**src/rtl/stack_prog_loader_pkg.sv**
```systemverilog
// stackCPU_DEFS: shared defaults and loader state encoding for the stack CPU program loader.
package stackCPU_DEFS;
    localparam int INSTR_WIDTH_DEF    = 16;
    localparam int PC_WIDTH_DEF       = 8;
    localparam int PGRM_MEM_DEPTH_DEF = 16;

    typedef enum logic [2:0] {
        HDR_HI,
        HDR_LO,
        DATA_HI,
        DATA_LO,
        CSUM,
        RUN,
        ERR
    } loader_state_e;
endpackage

```
**src/rtl/stack_prog_loader_mem.sv**
```systemverilog
// stack_prog_mem: program store with one synchronous write port and an asynchronous read port.
module stack_prog_mem #(
    parameter int WIDTH = 16,
    parameter int DEPTH = 16,
    parameter int AW    = (DEPTH > 1) ? $clog2(DEPTH) : 1
) (
    input  logic             clk,
    input  logic             we_i,
    input  logic [AW-1:0]    waddr_i,
    input  logic [WIDTH-1:0] wdata_i,
    input  logic [AW-1:0]    raddr_i,
    output logic [WIDTH-1:0] rdata_o
);
    logic [WIDTH-1:0] mem_q [DEPTH];

    always_ff @(posedge clk) begin
        if (we_i) mem_q[waddr_i] <= wdata_i;
    end

    assign rdata_o = mem_q[raddr_i];
endmodule

```
**src/rtl/stack_prog_loader.sv**
```systemverilog
// stack_prog_loader: loads a length-prefixed byte stream into program memory, then releases the CPU.
// Define LOADER_CHECKSUM_EN to require a trailing XOR checksum byte before RUN.
module stack_prog_loader
    import stackCPU_DEFS::*;
#(
    parameter int INSTR_WIDTH = INSTR_WIDTH_DEF,
    parameter int PC_WIDTH    = PC_WIDTH_DEF,
    parameter int MEM_DEPTH   = PGRM_MEM_DEPTH_DEF
) (
    input  logic                   clk,
    input  logic                   reset,
    input  logic [7:0]             in_data,
    input  logic                   in_valid,
    output logic                   in_ready,
    input  logic [PC_WIDTH-1:0]    pc,
    output logic [INSTR_WIDTH-1:0] instruction,
    output logic                   cpu_reset,
    output logic                   load_done,
    output logic                   load_error,
    input  logic                   start,
    output logic                   out_of_range
);
    localparam int AW = (MEM_DEPTH > 1) ? $clog2(MEM_DEPTH) : 1;
`ifdef LOADER_CHECKSUM_EN
    localparam loader_state_e DONE_ST = CSUM;
`else
    localparam loader_state_e DONE_ST = RUN;
`endif

    loader_state_e state_q, state_d;
    logic [15:0] n_q, n_d, wr_q, wr_d;
    logic [7:0]  hi_q, hi_d;
    logic [15:0] hdr;
    logic        accept, we, masked;
    logic [INSTR_WIDTH-1:0] rdata;
`ifdef LOADER_CHECKSUM_EN
    logic [7:0]  csum_q, csum_d;
`endif

    assign in_ready = (state_q != RUN) && (state_q != ERR);
    assign accept   = in_valid && in_ready;
    assign hdr      = {hi_q, in_data};

    always_comb begin
        state_d = state_q;
        n_d     = n_q;
        wr_d    = wr_q;
        hi_d    = hi_q;
        we      = 1'b0;
`ifdef LOADER_CHECKSUM_EN
        csum_d  = csum_q;
`endif
        case (state_q)
            HDR_HI: if (accept) begin
                hi_d    = in_data;
                state_d = HDR_LO;
            end
            HDR_LO: if (accept) begin
                if (hdr > 16'(MEM_DEPTH)) state_d = ERR;
                else begin
                    n_d     = hdr;
                    state_d = (hdr == 16'd0) ? DONE_ST : DATA_HI;
                end
            end
            DATA_HI: if (accept) begin
                hi_d    = in_data;
                state_d = DATA_LO;
            end
            DATA_LO: if (accept) begin
                we      = 1'b1;
                wr_d    = wr_q + 16'd1;
                state_d = (wr_d == n_q) ? DONE_ST : DATA_HI;
            end
`ifdef LOADER_CHECKSUM_EN
            CSUM: if (accept) state_d = (in_data == csum_q) ? RUN : ERR;
`endif
            RUN, ERR: if (start) begin
                state_d = HDR_HI;
                n_d     = '0;
                wr_d    = '0;
`ifdef LOADER_CHECKSUM_EN
                csum_d  = '0;
`endif
            end
            default: state_d = HDR_HI;
        endcase
`ifdef LOADER_CHECKSUM_EN
        if (accept && state_q != CSUM) csum_d = csum_q ^ in_data;
`endif
    end

    always_ff @(posedge clk) begin
        if (!reset) begin
            state_q <= HDR_HI;
            n_q     <= '0;
            wr_q    <= '0;
            hi_q    <= '0;
`ifdef LOADER_CHECKSUM_EN
            csum_q  <= '0;
`endif
        end else begin
            state_q <= state_d;
            n_q     <= n_d;
            wr_q    <= wr_d;
            hi_q    <= hi_d;
`ifdef LOADER_CHECKSUM_EN
            csum_q  <= csum_d;
`endif
        end
    end

    stack_prog_mem #(
        .WIDTH(INSTR_WIDTH),
        .DEPTH(MEM_DEPTH),
        .AW   (AW)
    ) u_mem (
        .clk    (clk),
        .we_i   (we),
        .waddr_i(AW'(wr_q)),
        .wdata_i(INSTR_WIDTH'({hi_q, in_data})),
        .raddr_i(AW'(pc)),
        .rdata_o(rdata)
    );

    // Words at or beyond the write pointer are still stale from an earlier load.
    assign out_of_range = 32'(pc) >= 32'(n_q);
    assign masked       = out_of_range || (32'(pc) >= 32'(wr_q));
    assign instruction  = masked ? '1 : rdata;
    assign cpu_reset    = state_q != RUN;
    assign load_done    = state_q == RUN;
    assign load_error   = state_q == ERR;
endmodule

```
**config.mk**
```make
export PLATFORM = sky130hd
export DESIGN_NAME = stack_prog_loader
export DESIGN_NICKNAME = d
export VERILOG_FILES = /design/src/rtl/stack_prog_loader_pkg.sv /design/src/rtl/stack_prog_loader_mem.sv /design/src/rtl/stack_prog_loader.sv
export SDC_FILE = /design/constraint.sdc
export NUM_CORES = 1
export LEC_CHECK = 0
export CORE_ASPECT_RATIO = 1.25
export CORE_MARGIN = 2
export CORE_UTILIZATION = 31
export CTS_BUF_LIST = sky130_fd_sc_hd__clkbuf_8
export DETAILED_ROUTE_END_ITERATION = 16
export PLACE_DENSITY = 0.55
export SLEW_MARGIN = 20
export SYNTH_ARGS = -nofsm -noshare
export SYNTH_HDL_FRONTEND = slang
export SYNTH_SLANG_ARGS = --single-unit
```
**constraint.sdc**
```tcl
create_clock -name clk -period 6.73 [get_ports clk]
set_input_delay 1.6825 -clock clk [delete_from_list [all_inputs] [get_ports clk]]
set_output_delay 1.6825 -clock clk [all_outputs]
set_load 0.05 [all_outputs]
```
# == After elaboration in Yosys (flattened, before gate mapping) ==
# Memories as Yosys holds them, arrays and structs flattened.
# Index checks and enable logic that the tools add are counted.
# word_totals
ff_bits,43
ram_bits,256
input_bits,20
out_inout_bits,21
elab_cells,56
memories,1
# op_classes
n_addsub,1
order_cmp,3
eq_ne,14
mux,20
reduce_logical,13
# memory_table
name,depth,width,rd,rd_ports_with_merged_regs,wr,line,text
u_mem.mem_q,16,16,1,0,1,stack_prog_loader_mem.sv:14,logic [WIDTH-1:0] mem_q [DEPTH];
# ops
operator,n
$mux 16,5
$pmux 16 s2,2
$ge 8x16->1,2
$mux 3,8
$add 16x1->16 const B,1
$eq 16x16->1,1
$gt 16x5->1 const B,1
$logic_not 16->1,1
$pmux 3 s5,1
$ne 2x2->1 const B,6
$eq 3x2->1 const B,2
$eq 3x3->1 const B,2
$ne 3x3->1 const B,2
$reduce_and 5->1,1
$mux 1,4
$reduce_and 4->1,1
$reduce_bool 2->1,2
$reduce_or 2->1,2
$eq 3x1->1 const B,1
$logic_not 3->1,1
$reduce_and 3->1,1
$logic_and 1x1->1,2
$reduce_and 2->1,1
$logic_or 1x1->1,1

# == Logic depth before layout (Yosys ltp) ==
# logic_depth
word_depth,7
ltp_mapped,11
depth_no_buf,8

# == By module ==
# A second synthesis with hierarchy kept.
# unflattened
cells_unflattened,806
hier_area_um2,12832.3
# modules_own_cells
mod,n_inst,cells_per_inst,area_per_inst_um2,seq_area_each_um2
stack_prog_mem,1,416,9723.1,7687.4
stack_prog_loader,1,390,3109.2,860.8

# == Worst setup path before layout ==
# No wires, ideal clock.
# synth_path
kind,input to output
from,input port pc[0]
to,output port instruction[10]
t_arrival_ps,4677
required_time_ps,5047
slack_ps,370
path_stages,11
n_path_buf,3
cell_sequence,buf_2 > buf_1 > inv_1 > ha_1 > nand2b_1 > a21o_1 > a21o_1 > a21o_1 > a21oi_1 > clkbuf_1 > o221ai_1
# synth_between
elab_chain_cells,3
elab_cells_between_ends,5
classes_between,order compare (2); mux (1); reduce/logical (1); memory (1)
# synth_lines
item,line,text
start: declaration,stack_prog_loader.sv:15,"input logic [PC_WIDTH-1:0] pc,"
$ge 8x16->1 (on tied branches),"stack_prog_loader.sv:126, stack_prog_loader.sv:127",
$logic_or 1x1->1,stack_prog_loader.sv:127,assign masked = out_of_range || (32'(pc) >= 32'(wr_q));
$mux 16 (*),stack_prog_loader.sv:128,assign instruction = masked ? '1 : rdata;
end: declaration,stack_prog_loader.sv:16,"output logic [INSTR_WIDTH-1:0] instruction,"
# Every way passes the cells marked *; elsewhere a longest branch is shown, timed or not.

# == Final worst setup path ==
# layout_path
from,input port pc[0]
to,output port instruction[12]
# Same word-level chain as after synthesis.

==> reports/results.ini <==
[die]
floorplan.initialDensity_pct = 31.2
dieArea_mm2 = 0.0429
rows = 83
design.portCount = 41
core-area_mm2 = 0.0409
fp.dieH_um = 231
die_w_um = 186

[job]
drv.max_cap_violation_count = 0

[route]
detailedRoute.firstIterationViolations = 590
dr_total_vias = 7093
route.antenna.remaining_nets = 0
wl_mm = 31.2
via_per_inst = 4.98
routedWlPerCell_um = 21.9
detailedRoute.firstPassIterationCount = 5
drt_drc_violations_left = 0

[global_route]
grt_remaining_overflow = 0
grt_first_pass_wirelength_mm = 46.1
first_global_vias = 7168
antenna_found_initial = 0
pin_count_of_the_biggest_net_entering_global_routing = 48
groute.usage.overall_pct = 14.7

[cts]
tritoncts_clock_tree = done
cts.path.max_buffers = 3
cts_inserted_buffers = 47
cts.repair.resized = 0
clkTransAtPathRegs_ns = 0.06
cts_htree_levels = 2
cts_setup_buffers = 0
hold_buffers = 0
cts.sinks = 299
root_cell_of_the_clock_tree = clkbuf_8
clk_latency_ns = 0.57

[worst_setup_path]
worst_setup_path_end_kind = output port
worstPathRequired_ns = 5.05
minimum_setup_slack_among_reg_to_reg_paths_ns = 3.48
worst_ep_arrival_time_ns = 4.02
start_kind = input pin
critical_path_class = in2out
largest_fanout_of_any_net_on_the_critical_path = 47

[synth]
synth_edf_count = 256
library_cell_with_the_highest_instance_count_after_synthesis = edfxtp_1
synthDistinctLibCells = 63
synth.ff_latch_count = 299
yosys_warnings = 0
gate_count_after_technology_mapping = 766
post-synth-top-area-fraction_pct = 60.2
synth_seq_area_share_pct = 66.9
synth_async_sr_flop_share_pct = 0
synthesis.area_per_instance_um2 = 16.7
synth.cell_area_mm2 = 0.0128
ys_top_cells_by_count = edfxtp_1 (256), mux4_2 (80), dfxtp_1 (43)
synthDominantAreaCellType = edfxtp_1
postSynth.topFlopCell = edfxtp_1
synth.net_count = 806
synth.area.top_cells = edfxtp_1 (60%), mux4_2 (14%), dfxtp_1 (6.7%), ha_1 (2.0%), o221ai_1 (1.1%)

[sta]
hold-worst-slack_ns = 0.509
fin_skew_ns = 0.0286
max-slew-margin-rel_pct = 32.6
report.final.hold_viol_count = 0
post-route-period-util_pct = 84.7
worst_pin_slew_ns = 1.00
finalWorstPathRequiredPeriod_ns = 5.70
grt_setup_unrepaired = false
setup_viol_count_final = 0
number_of_slew_limit_violations_in_the_final_report = 0
maxClockFrequency_mhz = 175
final.setup.tns_ns = 0

[power_and_ir_drop]
worst_ir_drop_vdd_mv = 0.140
leakage_nw = 4.84
power.density_cell_area_mw_per_mm2 = 253

[cells_and_area]
num-nets-final = 877
diodes = 0
flow.area_growth_from_synthesis_pct = 15.6
finalInstanceArea_mm2 = 0.0148
ratio_of_cells_with_drive_above_1_in_the_final_layout_pct = 25.0

[placement]
port_buffers = 40
hpwlAfterDp_mm = 18.7
placed_area_mm2 = 0.0139
gp_routability_congestion = 0.779

[status]
run_status = finished clean

[min_path]
hold_class = reg2reg

[final timing paths]
path | start | to | cells past startpoint
setup reg to reg | wr_q[0] | state_q[1] | 7
hold reg to reg | n_q[11] | n_q[11] | 1
setup / recovery | pc[0] | instruction[12] | 7
hold / removal | n_q[11] | n_q[11] | 1
[worst max-delay path: stages]
cell and delay, ns:
buf_4 0.34, buf_12 0.39, mux4_2 0.56, mux4_2 0.48
inv_1 0.13, o221ai_1 0.14, buf_4 0.22
[layout make-up]
class                      count  area (um^2)
timing repair buffer          67          573
clock buffer                  50          688
fill                        3923        26100
sequential                   299         8550
inverter                      35          131
multi-input combinational    387         3920
clock inverter                33          216
tap                          552          691
[state kept, by name, indices dropped and copies added, names as in the netlist]
register     cells
hi_q             8
n_q             16
state_q          3
u_mem.mem_q    256
wr_q            16
[placed cells by master, fill, tap and decap left out, drive strengths merged, types with 5 or more instances in the layout]
master	count
clkinv	12
mux4	80
a21oi	23
and3	5
o221ai	16
dfxtp	43
nor2	37
a21o	6
a31oi	5
nand4	7
and2	12
o21ai	24
inv	53
or4	6
mux2i	8
nand2	30
nand3	17
xnor2	15
clkdlybuf4s50	20
buf	47
xor2	9
clkbuf	50
edfxtp	256
nor4	13
ha	20
nor3	12
[through the flow]
stage	utilization (%)	worst slack, ns	total power [mW]	std cells
floorplan	-	0.370	2.21	766
global placement	33.9	0.984	2.30	1340
detailed placement	33.9	1.00	2.30	1340
CTS	36.1	1.00	3.78	1423
global route	36.1	0.891	3.88	1423
finish	36.1	1.03	3.74	1423
[cell families after synthesis]
kind of cell / count (synthesis) / share of synthesized area [%]
xor+xnor: 24 / 1.65
fa+ha+maj: 20 / 1.96
simple gates: 162 / 7.06
compound gates: 93 / 4.80
mux: 88 / 14.7
flops: 299 / 66.9
buf+inv: 80 / 2.88
[where the power goes]
part	leakage, nW	switching [mW]	internal (mW)
Clock	0.526	0.680	0.801
Combinational	1.63	0.126	0.0928
Sequential	2.68	0.0201	2.02
[metal layers]
layer  vias to the layer above  global-route usage (%)  part of all wire, %
met5                         -                       0                    0
met4                         0                    3.57                  1.6
met3                        43                    2.41                  4.2
met2                       163                    25.1                   50
met1                      3687                    19.7                   44
li1                       3200                       -                    -
Note: power is estimated with default switching activity, not from simulation.
